**src/rtl/if_id_stage_pkg.sv**
```systemverilog
// Shared widths, default constants and the IF/ID register layout used by the fetch stage.
package if_id_stage_pkg;

  localparam int unsigned WordW = 32;

  // sll $0,$0,0
  localparam logic [WordW-1:0] NopInstrDefault = 32'h0000_0000;
  localparam logic [WordW-1:0] ResetPcDefault  = 32'h0000_0000;

  typedef struct packed {
    logic [WordW-1:0] pc;
    logic [WordW-1:0] pc_plus4;
    logic [WordW-1:0] instr;
    logic             valid;
  } ifid_t;

  // Which of the four mutually exclusive update rules applies this cycle.
  typedef enum logic [1:0] {
    SelStall,
    SelRedirect,
    SelWait,
    SelFetch
  } if_sel_e;

endpackage

```
**src/rtl/if_id_stage_if.sv**
```systemverilog
// Instruction-memory bus between the fetch stage (master) and the memory (slave).
interface if_id_stage_if;

  logic [31:0] imem_addr;
  logic [31:0] imem_rdata;
  logic        imem_ready;

  modport master (
    output imem_addr,
    input  imem_rdata,
    input  imem_ready
  );

  modport slave (
    input  imem_addr,
    output imem_rdata,
    output imem_ready
  );

endinterface

```
**src/rtl/if_id_stage_sat_counter.sv**
```systemverilog
// Saturating up-counter: counts inc_i pulses and sticks at all-ones.
module if_id_stage_sat_counter #(
  parameter int unsigned Width = 16
) (
  input  logic             clk_i,
  input  logic             rst_ni,
  input  logic             inc_i,
  output logic [Width-1:0] cnt_o
);

  logic [Width-1:0] cnt_q, cnt_d;

  always_comb begin
    cnt_d = cnt_q;
    if (inc_i && (cnt_q != {Width{1'b1}})) begin
      cnt_d = cnt_q + Width'(1);
    end
  end

  always_ff @(posedge clk_i or negedge rst_ni) begin
    if (!rst_ni) begin
      cnt_q <= '0;
    end else begin
      cnt_q <= cnt_d;
    end
  end

  assign cnt_o = cnt_q;

endmodule

```
**src/rtl/if_id_stage.sv**
```systemverilog
// Fetch stage of the 5-stage MIPS core: owns the PC, drives imem and holds the IF/ID register.
module if_id_stage
  import if_id_stage_pkg::*;
#(
  parameter logic [31:0] RESET_PC  = ResetPcDefault,
  parameter logic [31:0] NOP_INSTR = NopInstrDefault,
  parameter int unsigned CNT_W     = 16
) (
  input  logic                 clk,
  input  logic                 rst_n,
  input  logic                 stall_i,
  input  logic                 redirect_i,
  input  logic [WordW-1:0]     redirect_target_i,
  if_id_stage_if.master        imem_io,
  output logic [WordW-1:0]     pc_id_o,
  output logic [WordW-1:0]     pc_plus4_id_o,
  output logic [WordW-1:0]     instr_id_o,
  output logic                 valid_id_o,
  output logic [CNT_W-1:0]     stall_cnt_o,
  output logic [CNT_W-1:0]     bubble_cnt_o
);

  logic [WordW-1:0] pc_q, pc_d;
  logic [WordW-1:0] pc_plus4;
  ifid_t            ifid_q, ifid_d;
  if_sel_e          sel;
  logic             stall_inc;
  logic             bubble_inc;

  // Redirect targets are word-aligned; the low bits are dropped by design.
  logic unused_target_lsbs;
  assign unused_target_lsbs = ^redirect_target_i[1:0];

  assign pc_plus4 = pc_q + 32'd4;

  always_comb begin
    if (stall_i) begin
      sel = SelStall;
    end else if (redirect_i) begin
      sel = SelRedirect;
    end else if (!imem_io.imem_ready) begin
      sel = SelWait;
    end else begin
      sel = SelFetch;
    end
  end

  always_comb begin
    pc_d   = pc_q;
    ifid_d = ifid_q;
    unique case (sel)
      SelStall: ;
      SelRedirect: begin
        pc_d         = {redirect_target_i[31:2], 2'b00};
        ifid_d.instr = NOP_INSTR;
        ifid_d.valid = 1'b0;
      end
      SelWait: begin
        ifid_d.instr = NOP_INSTR;
        ifid_d.valid = 1'b0;
      end
      SelFetch: begin
        pc_d            = pc_plus4;
        ifid_d.pc       = pc_q;
        ifid_d.pc_plus4 = pc_plus4;
        ifid_d.instr    = imem_io.imem_rdata;
        ifid_d.valid    = 1'b1;
      end
      default: ;
    endcase
  end

  always_ff @(posedge clk or negedge rst_n) begin
    if (!rst_n) begin
      pc_q            <= RESET_PC;
      ifid_q.pc       <= '0;
      ifid_q.pc_plus4 <= '0;
      ifid_q.instr    <= NOP_INSTR;
      ifid_q.valid    <= 1'b0;
    end else begin
      pc_q   <= pc_d;
      ifid_q <= ifid_d;
    end
  end

  assign stall_inc  = (sel == SelStall);
  assign bubble_inc = (sel == SelRedirect) || (sel == SelWait);

  if_id_stage_sat_counter #(
    .Width (CNT_W)
  ) u_stall_cnt (
    .clk_i  (clk),
    .rst_ni (rst_n),
    .inc_i  (stall_inc),
    .cnt_o  (stall_cnt_o)
  );

  if_id_stage_sat_counter #(
    .Width (CNT_W)
  ) u_bubble_cnt (
    .clk_i  (clk),
    .rst_ni (rst_n),
    .inc_i  (bubble_inc),
    .cnt_o  (bubble_cnt_o)
  );

  assign imem_io.imem_addr = pc_q;
  assign pc_id_o           = ifid_q.pc;
  assign pc_plus4_id_o     = ifid_q.pc_plus4;
  assign instr_id_o        = ifid_q.instr;
  assign valid_id_o        = ifid_q.valid;

endmodule
```
**src/flat_wrapper.sv**
```systemverilog
// flat-port wrapper written by rule: the top's interface ports become plain ports
module if_id_stage_flat import if_id_stage_pkg::*;
#(
  parameter logic [31:0] RESET_PC  = ResetPcDefault,
  parameter logic [31:0] NOP_INSTR = NopInstrDefault,
  parameter int unsigned CNT_W     = 16
)
  (clk, rst_n, stall_i, redirect_i, redirect_target_i, pc_id_o, pc_plus4_id_o, instr_id_o, valid_id_o, stall_cnt_o, bubble_cnt_o, imem_io_imem_addr, imem_io_imem_rdata, imem_io_imem_ready);
  if_id_stage_if imem_io_i ();
  input  logic clk;
  input  logic rst_n;
  input  logic stall_i;
  input  logic redirect_i;
  input  logic [WordW-1:0] redirect_target_i;
  output logic [WordW-1:0] pc_id_o;
  output logic [WordW-1:0] pc_plus4_id_o;
  output logic [WordW-1:0] instr_id_o;
  output logic valid_id_o;
  output logic [CNT_W-1:0] stall_cnt_o;
  output logic [CNT_W-1:0] bubble_cnt_o;
  output wire logic [$bits(imem_io_i.imem_addr)-1:0] imem_io_imem_addr;
  input wire logic [$bits(imem_io_i.imem_rdata)-1:0] imem_io_imem_rdata;
  input wire logic [$bits(imem_io_i.imem_ready)-1:0] imem_io_imem_ready;
  assign imem_io_imem_addr = imem_io_i.imem_addr;
  assign imem_io_i.imem_rdata = imem_io_imem_rdata;
  assign imem_io_i.imem_ready = imem_io_imem_ready;
  if_id_stage #(.RESET_PC(RESET_PC), .NOP_INSTR(NOP_INSTR), .CNT_W(CNT_W)) u_core (.clk(clk), .rst_n(rst_n), .stall_i(stall_i), .redirect_i(redirect_i), .redirect_target_i(redirect_target_i), .imem_io(imem_io_i), .pc_id_o(pc_id_o), .pc_plus4_id_o(pc_plus4_id_o), .instr_id_o(instr_id_o), .valid_id_o(valid_id_o), .stall_cnt_o(stall_cnt_o), .bubble_cnt_o(bubble_cnt_o));
endmodule
```
**config.mk**
```make
export PLATFORM = sky130hd
export DESIGN_NAME = if_id_stage_flat
export DESIGN_NICKNAME = d
export VERILOG_FILES = /design/src/rtl/if_id_stage_pkg.sv /design/src/rtl/if_id_stage_if.sv /design/src/rtl/if_id_stage_sat_counter.sv /design/src/rtl/if_id_stage.sv /design/src/flat_wrapper.sv
export SDC_FILE = /design/constraint.sdc
export NUM_CORES = 1
export LEC_CHECK = 0
export BUFFER_PORTS_ARGS = -buffer_cell sky130_fd_sc_hd__clkbuf_2
export CAP_MARGIN = 20
export CORE_AREA = 4 4 126 128
export DETAILED_ROUTE_END_ITERATION = 10
export DIE_AREA = 0 0 130 132
export GPL_ROUTABILITY_DRIVEN = 0
export PLACE_DENSITY = 0.88
export SETUP_SLACK_MARGIN = 0.5
export SYNTH_ARGS = -nofsm -noshare
export SYNTH_HDL_FRONTEND = slang
export SYNTH_SLANG_ARGS = --single-unit
```
**constraint.sdc**
```tcl
create_clock -name clk -period 2.76 [get_ports clk]
set_input_delay 0.552 -clock clk [delete_from_list [all_inputs] [get_ports clk]]
set_output_delay 0.552 -clock clk [all_outputs]
set_load 0.05 [all_outputs]
```
# == Word level (Yosys, flattened, before mapping) ==
# Cells that the tools add are included.
# word_totals
wordCells,27
latch_bits,0
mem_bits_rw,0
romBits,0
ff_bits,161
inputBits,69
memories,0
# op_classes
n_addsub,3
shift,0
n_reduce_logical,7
n_lt_le_gt_ge,0
mul,0
n_eq_ne,5
div_mod_pow,0
n_mux,5
n_bitwise,0
# op_table
operator,count
33-bit one-hot mux with 2 select lines,1
32-bit one-hot mux with 2 select lines,1
"16-bit by 1-bit adder with 16-bit output, second input constant",2
"32-bit by 3-bit adder with 32-bit output, second input constant",1
"16-bit inequality test, second input constant",2
"2-bit == test, second input constant",2
2-bit two-way mux,2
2-bit nonzero test,2
"2-bit by 1-bit == test with 1-bit output, second input constant",1
1-bit logical AND,2
2-bit zero test,1
2-bit OR reduction,1
1-bit logical OR,1
1-bit two-way mux,1

# == Longest topological paths before layout ==
# Gate-level depths: netlist of the first run.
# depth
word_depth,6
depth_mapped,11
depth_no_buf,7

# == Cells and area by module ==
# Synthesis of the first run repeated with hierarchy kept, for this count alone.
# hier_totals
cells_unflattened,785
hier_area_um2,7714.9
# by_module_without_submodules
mod,n_inst,cells_per_inst,area_per_inst_um2
if_id_stage,1,641,5995.8
if_id_stage_sat_counter,2,72,859.6

# == Worst setup path before layout of the first run ==
# Ideal clock, no wire load.
# synth_timing
kind,input-to-reg
from,input port stall_i
to,"register u_core.ifid_q, in the netlist u_core.pc_plus4_id_o[10]"
t_required_ns,2.623
setup_time_ns,0.137
setup_slack_ns,-0.323
n_path_buf,6
stages,10
t_arrival_ns,2.947
cell_sequence,o21bai_1 inv_1 clkbuf_1 buf_1 ha_1 clkbuf_1 clkbuf_1 clkbuf_1 clkbuf_1 a21oi_1
# synth_between
elab_chain_cells,2
# synth_rtl
element,line_no,rtl
"start, declared",flat_wrapper.sv:12,input logic stall_i;
2-bit two-way mux,if_id_stage.sv:37,if (stall_i) begin
2-bit == test,if_id_stage.sv:51,unique case (sel)
"end signal, assigned",if_id_stage.sv:82,ifid_q <= ifid_d;
"end, declared",if_id_stage.sv:25,"ifid_t ifid_q, ifid_d;"
# No other way between the ends.
# A chain may end at the register's enable or synchronous reset.

# == Final worst setup path of the first run ==
# layout_timing
from,"register u_core.pc_q[2], in the netlist u_core.imem_io.imem_addr[2]"
to,"register u_core.ifid_q, in the netlist u_core.pc_plus4_id_o[24]"
# layout_between
elab_chain_cells,1
# layout_rtl
element,line_no,rtl
"start, declared",if_id_stage.sv:23,"logic [WordW-1:0] pc_q, pc_d;"
"start signal, assigned",if_id_stage.sv:81,pc_q <= pc_d;
32-bit by 3-bit adder with 32-bit output,if_id_stage.sv:34,assign pc_plus4 = pc_q + 32'd4;
# No other way between the ends.

==> flow_metrics.env, run 1 <==
export IMPL_hold_ws_ns=0.104
export IMPL_die_h_um=132
export IMPL_wl_um=21200
export IMPL_fin_skew_ns=0.00685
export IMPL_cts_root_buf="clkbuf_16"
export IMPL_die_area_mm2=0.0172
export IMPL_via_per_inst=5.79
export IMPL_initial_core_util=0.508
export IMPL_dp_hpwl_um=15200
export IMPL_cts_htree_levels=4
export IMPL_io_buffers=221
export IMPL_die_x_um=130
export IMPL_design_area_mm2=0.00946
export IMPL_syn2layout_area_growth_pct=25.3
export IMPL_finalSetupViolCount=0
export IMPL_wl_per_cell_um=17.7
export IMPL_start_kind="flop"
export IMPL_reg2reg_from="u_core.imem_io.imem_addr[2]"
export IMPL_overflow=0
export IMPL_antenna_found_initial=1
export IMPL_grt_max_degree=138
export IMPL_synthArstFlopShare=1.00
export IMPL_final_antenna_net_count=0
export IMPL_hold_viol_final=0
export IMPL_synth_largest_area_cell="dfrtp_1"
export IMPL_track_usage=0.243
export IMPL_core_mm2=0.0149
export IMPL_drive_above_1_share=0.311
export IMPL_synth_area_mm2=0.00755
export IMPL_ys_top_cells_by_area="dfrtp_1 51%, nand2_1 5.5%, o21ai_0 3.6%"
export IMPL_numClockSinks=155
export IMPL_cellLeakagePower_uw=0.00437
export IMPL_drc=0
export IMPL_arrival_ns=2.49
export IMPL_worstMarginPinSlew_ns=1.00
export IMPL_fin_crit_ns=2.21
export IMPL_crit_fanout=9
export IMPL_rows=45
export IMPL_cts_tree="built"
export IMPL_drt_initial_drc_count=561
export IMPL_max_cap_violations=0
export IMPL_timing_final_crit_share=0.802
export IMPL_final_max_slew_viol_count=0
export IMPL_rsz0062_at_grt="yes"
export IMPL_ios=230
export IMPL_cts_buffer_depth=2
export IMPL_clk_latency_ns=0.42
export IMPL_vias=6947
export IMPL_ir_worst_vdd_mv=0.546
export IMPL_first_pass_iters=5
export IMPL_r2r_cells=6
export IMPL_crit_type="flop to flop"
export IMPL_ys_warn_count=0
export IMPL_grt_pass1_wl_um=33500
export IMPL_syn_instance_count=800
export IMPL_final_util=0.636
export IMPL_cts_inserted_buffers=17
export IMPL_clkTransAtPathRegs_ns=0.06
export IMPL_synth_seq_cells=155
export IMPL_worstPathRequired_ns=3.03
export IMPL_hold_class="input pin to asynchronous set/reset pin"
export IMPL_synth_cell_types=49
export IMPL_synth_seq_area_share=0.514
export IMPL_yosys_area_top_type_share=0.514
export IMPL_r2r_slack_ns=0.55
export IMPL_detailed_place_area_mm2=0.00884
export IMPL_max_freq_mhz=452
export IMPL_crit_path_end_kind="flop"
export IMPL_r2r_end="u_core.pc_plus4_id_o[24]"
export IMPL_p_per_area_mw_per_mm2=888
export IMPL_relSlewSlack=0.332
export IMPL_final_nets=1073
export IMPL_tns_ns=0
export IMPL_synth_edff_count=0
export IMPL_synth_top_flop_cell="dfrtp_1"
export IMPL_status="complete, no violations"
export IMPL_grt_pass1_vias=6521
export IMPL_synth_area_per_cell_um2=9.43
-- worst max-delay path, stage by stage (launching register included) --
cell and delay [ns]:
dfrtp_2 0.44, ha_1 0.27, and3_1 0.33, nand4_1 0.29, buf_4 0.25, o41ai_1 0.35
a31oi_1 0.13
-- worst max path at each step --
stage | startpoint | endpoint | cells after the start
after detailed placement | redirect_i | u_core.imem_io.imem_addr[28] | 8
after CTS | u_core.imem_io.imem_addr[2] | u_core.pc_plus4_id_o[30] | 5
after floorplan | stall_i | u_core.pc_id_o[29] | 9
after global placement | redirect_i | u_core.imem_io.imem_addr[21] | 8
final | u_core.imem_io.imem_addr[2] | u_core.pc_plus4_id_o[24] | 6
after global routing | u_core.imem_io.imem_addr[2] | u_core.imem_io.imem_addr[28] | 6
-- final cells by class --
cell class | instances | area (µm²)
diodes | 1 | 2.50
fillers | 1216 | 5400
flip-flops and latches | 155 | 3890
clock buffers | 21 | 440
clock inverters | 11 | 145
multi-input cells | 556 | 3350
repair buffers | 238 | 1280
inverters | 30 | 113
well taps | 188 | 235
-- per-layer routing --
layer  global-route usage  up-vias  routed length (µm)
li1                     -     3256                   -
met1                0.309     3319                8340
met2                0.389      321               10400
met3               0.0709       51                1890
met4               0.0953        0                 611
met5                    0        -                   0
-- cells by family after synthesis --
family          after synthesis  synth area share
simple gates                315             0.210
compound gates              173             0.141
flops                       155             0.514
buf+inv                      94            0.0514
xor+xnor                     32            0.0371
mux                          24            0.0353
fa+ha+maj                     6           0.00995
other cells                   1          0.000497
-- synthesized netlist by cell type (all sizes together), types with 2 or more instances --
| library cell | count |
|---|---|
| a2bb2oi | 8 |
| nor3 | 14 |
| or2 | 3 |
| o41ai | 2 |
| nor4 | 9 |
| o22ai | 8 |
| inv | 30 |
| and2 | 4 |
| xor2 | 10 |
| mux2 | 21 |
| nand2 | 111 |
| buf | 18 |
| mux2i | 3 |
| or4 | 8 |
| o21ai | 55 |
| ha | 6 |
| o221ai | 6 |
| o311ai | 7 |
| xnor2 | 22 |
| a31o | 3 |
| or3 | 4 |
| nand2b | 10 |
| nor2 | 37 |
| nand4b | 2 |
| nand3 | 44 |
| clkbuf | 46 |
| o211ai | 17 |
| a31oi | 7 |
| or4b | 2 |
| o32ai | 2 |
| and4 | 9 |
| nand4 | 29 |
| and3 | 29 |
| a21oi | 49 |
| o41a | 2 |
| dfrtp | 155 |
-- metrics by stage --
stage	power (µW)	cells	setup WS, ns
detailed placement	6070	1165	0.332
floorplan	5250	805	0.482
global placement	5980	1165	0.389
global route	8770	1200	0.460
finish	8400	1200	0.546
CTS	8440	1197	0.521
-- power by group --
part           switching, µW  total [µW]  leakage (µW)  internal [µW]
Combinational           2220        2920       0.00218            700
Sequential               449        3140       0.00192           2690
Clock                    930        2350      0.000277           1420
Total                   3600        8400       0.00437           4810
-- sequential cells by signal, summed over array words and instances, names as in the netlist --
signal and flops:
u_core.pc_plus4_id_o 30, u_core.imem_io.imem_addr 30, u_core.pc_id_o 30, u_core.u_bubble_cnt.cnt_o 16, u_core.valid_id_o 1, u_core.u_stall_cnt.cnt_o 16
u_core.instr_id_o 32
-- what timing repair did --
action	CTS	global route
hold buffers	0	0
setup endpoints to repair	6	8
setup buffers	0	2
gates resized for setup	1	3
pin swaps	0	1
-- placed cells by master, fill, tap and decap left out, types with 10 or more instances in the layout --
cell type	instances
mux2_2	21
buf_4	14
nand2b_1	10
nand3_1	43
dfrtp_1	144
nand2_1	111
dfrtp_2	11
inv_1	29
a21oi_1	49
and3_1	29
nor2_1	37
o21ai_0	54
o211ai_1	17
xor2_1	10
xnor2_1	22
nand4_1	28
nor3_1	14
clkbuf_2	220
clkbuf_16	17
No activity file was read; power rests on OpenSTA's default activity.
==> inputs of run 2 (changes only) <==
--- a/config.mk
+++ b/config.mk
@@ -5,11 +5,12 @@
 export SDC_FILE = /design/constraint.sdc
 export NUM_CORES = 1
 export LEC_CHECK = 0
+export ABC_AREA = 1
 export BUFFER_PORTS_ARGS = -buffer_cell sky130_fd_sc_hd__clkbuf_2
 export CAP_MARGIN = 20
-export CORE_AREA = 4 4 126 128
+export CORE_AREA = 4 4 125 127
 export DETAILED_ROUTE_END_ITERATION = 10
-export DIE_AREA = 0 0 130 132
+export DIE_AREA = 0 0 129 131
 export GPL_ROUTABILITY_DRIVEN = 0
 export PLACE_DENSITY = 0.88
 export SETUP_SLACK_MARGIN = 0.5
==> constraint.sdc (replaced) <==
create_clock -name clk -period 2.3 [get_ports clk]
set_input_delay 0.46 -clock clk [delete_from_list [all_inputs] [get_ports clk]]
set_output_delay 0.46 -clock clk [all_outputs]
set_load 0.05 [all_outputs]
==> flow_metrics.env, run 2 <==
export IMPL_final_max_slew_viol_count=0
export IMPL_cts_tree="built"
export IMPL_synthArstFlopShare=1.00
export IMPL_clk_latency_ns=0.41
export IMPL_hold_path_startpoint="imem_io_imem_rdata[12]"
export IMPL_finalSetupViolCount=0
export IMPL_r2r_cells=9
export IMPL_synth_common_cells="303 x nand2_1, 155 x dfrtp_1, 74 x nand3_1, 74 x nor2_1, 68 x inv_1"
export IMPL_hold_viol_final=0
export IMPL_reg2reg_from="u_core.imem_io.imem_addr[3]"
export IMPL_vias=6967
export IMPL_crit_type="flop to flop"
export IMPL_cts_buffer_depth=2
export IMPL_via_per_inst=5.24
export IMPL_syn2layout_area_growth_pct=26.3
export IMPL_power_total_uw=9520
export IMPL_synth_seq_area_share=0.521
export IMPL_track_usage=0.236
export IMPL_num_antenna_cells=0
export IMPL_drc=0
export IMPL_synth_seq_cells=155
export IMPL_tns_ns=0
export IMPL_wl_per_cell_um=15.1
export IMPL_synth_area_mm2=0.00744
export IMPL_r2r_end="u_core.pc_plus4_id_o[28]"
export IMPL_p_per_area_mw_per_mm2=1010
export IMPL_wl_um=20100
export IMPL_ios=230
export IMPL_hold_end="u_core.instr_id_o[12]"
export IMPL_rsz0062_at_grt="yes"
export IMPL_fin_skew_ns=0.00629
export IMPL_cellLeakagePower_uw=0.00509
export IMPL_hold_path_cell_count=3
export IMPL_status="complete, no violations"
export IMPL_hold_ws_ns=0.268
export IMPL_crit_start="u_core.imem_io.imem_addr[3]"
export IMPL_syn_instance_count=910
export IMPL_synth_most_common_cell="nand2_1"
export IMPL_max_freq_mhz=567
export IMPL_grt_pass1_wl_um=31900
export IMPL_ir_worst_vdd_mv=0.678
export IMPL_clkTransAtPathRegs_ns=0.06
export IMPL_synth_cell_types=31
export IMPL_cts_htree_levels=4
export IMPL_io_buffers=221
export IMPL_rows=44
export IMPL_crit_path_end_kind="flop"
export IMPL_hold_class="input pin to flop"
export IMPL_yosys_area_top_type_share=0.521
export IMPL_synth_area_per_cell_um2=8.18
export IMPL_overflow=0
export IMPL_timing_final_crit_share=0.767
export IMPL_synth_top_flop_cell="dfrtp_1"
export IMPL_synth_edff_count=0
export IMPL_cts_inserted_buffers=17
export IMPL_final_antenna_net_count=0
export IMPL_numClockSinks=155
export IMPL_dp_hpwl_um=14700
export IMPL_max_cap_violations=0
export IMPL_final_cell_mix="302 x nand2_1, 220 x clkbuf_2, 151 x dfrtp_1"
export IMPL_ys_warn_count=0
export IMPL_first_pass_iters=5
export IMPL_worstPathRequired_ns=2.60
export IMPL_worstMarginPinSlew_ns=0.512
export IMPL_final_common_cell="nand2_1"
export IMPL_ys_top_cells_by_area="dfrtp_1 52%, nand2_1 15%, nand3_1 5.0%"
export IMPL_arrival_ns=2.06
export IMPL_relSlewSlack=0.658
export IMPL_initial_core_util=0.516
export IMPL_fin_crit_ns=1.76
export IMPL_r2r_slack_ns=0.54
export IMPL_core_mm2=0.0144
export IMPL_start_kind="flop"
export IMPL_drive_above_1_share=0.284
export IMPL_antenna_found_initial=0
export IMPL_synth_largest_area_cell="dfrtp_1"
export IMPL_largest_reg_flops=32
export IMPL_drt_initial_drc_count=533
export IMPL_crit_fanout=7
export IMPL_final_nets=1208
export IMPL_cts_root_buf="clkbuf_16"
export IMPL_die_area_mm2=0.0169
export IMPL_die_x_um=129
export IMPL_grt_max_degree=68
export IMPL_die_h_um=131
export IMPL_grt_pass1_vias=6407
## run 2: per-layer routing
layer | wire, µm | GRT usage | up-vias | part of all wire
met2 | 9710 | 0.373 | 303 | 0.48
met4 | 489 | 0.0896 | 0 | 0.024
met1 | 8340 | 0.314 | 3290 | 0.41
met5 | 0 | 0 | - | 0
li1 | - | - | 3337 | -
met3 | 1590 | 0.0634 | 37 | 0.079
## run 2: how the worst max path moves through the flow
stage | end | slack, ns
after floorplan | u_core.instr_id_o[30] | 0.47
after global placement | u_core.imem_io.imem_addr[17] | 0.36
after detailed placement | u_core.imem_io.imem_addr[25] | 0.29
after CTS | bubble_cnt_o[0] | 0.56
after global routing | u_core.pc_plus4_id_o[28] | 0.47
final | u_core.pc_plus4_id_o[28] | 0.54
## run 2: per-stage QoR
| stage | instance area (µm²) | util | instances | setup slack, ns |
|---|---|---|---|---|
| finish | 9400 | 0.652 | 1330 | 0.535 |
| global route | 9400 | 0.652 | 1330 | 0.470 |
| CTS | 9330 | 0.647 | 1324 | 0.558 |
| detailed placement | 8740 | 0.606 | 1291 | 0.288 |
| global placement | 8740 | 0.606 | 1291 | 0.359 |
| floorplan | 7480 | - | 915 | 0.467 |
## run 2: logic make-up (layout without fill, tap and decap cells)
kind of cell / after synthesis / in the layout / synth area share
compound gates: 108 / 108 / 0.0824
xor+xnor: 26 / 26 / 0.0306
fa+ha+maj: 6 / 6 / 0.0101
buf+inv: 113 / 344 / 0.0637
flops: 155 / 155 / 0.521
other cells: 1 / 6 / 0.000504
simple gates: 501 / 501 / 0.291
## run 2: where the power goes
part	internal, µW	total [µW]	switching [µW]
Clock	1550	2670	1120
Combinational	706	3240	2540
Sequential	3180	3610	430
## run 2: critical path, stage by stage, from the launching register on
cell and delay, ns:
dfrtp_1 0.40, ha_2 0.21, nand2_1 0.09, nor2_4 0.20, nand2_4 0.14, nor2_4 0.20
buf_4 0.14, nand3_1 0.09, nand3_2 0.11, nand2_1 0.06
## run 2: final cells by class
cell class              count  area (µm²)
clock buffers              19         453
clock inverters            13         119
fillers                  1190        5030
inverters                  73         275
multi-input cells         647        3140
flip-flops and latches    155        3880
well taps                 184         230
repair buffers            239        1300
## run 2: timing repair
item,in CTS,in global routing
endpoints found under the setup margin,0,18
resized for setup,0,8
buffers inserted,0,6
endpoints found under the hold margin,17,0
hold buffers,1,0
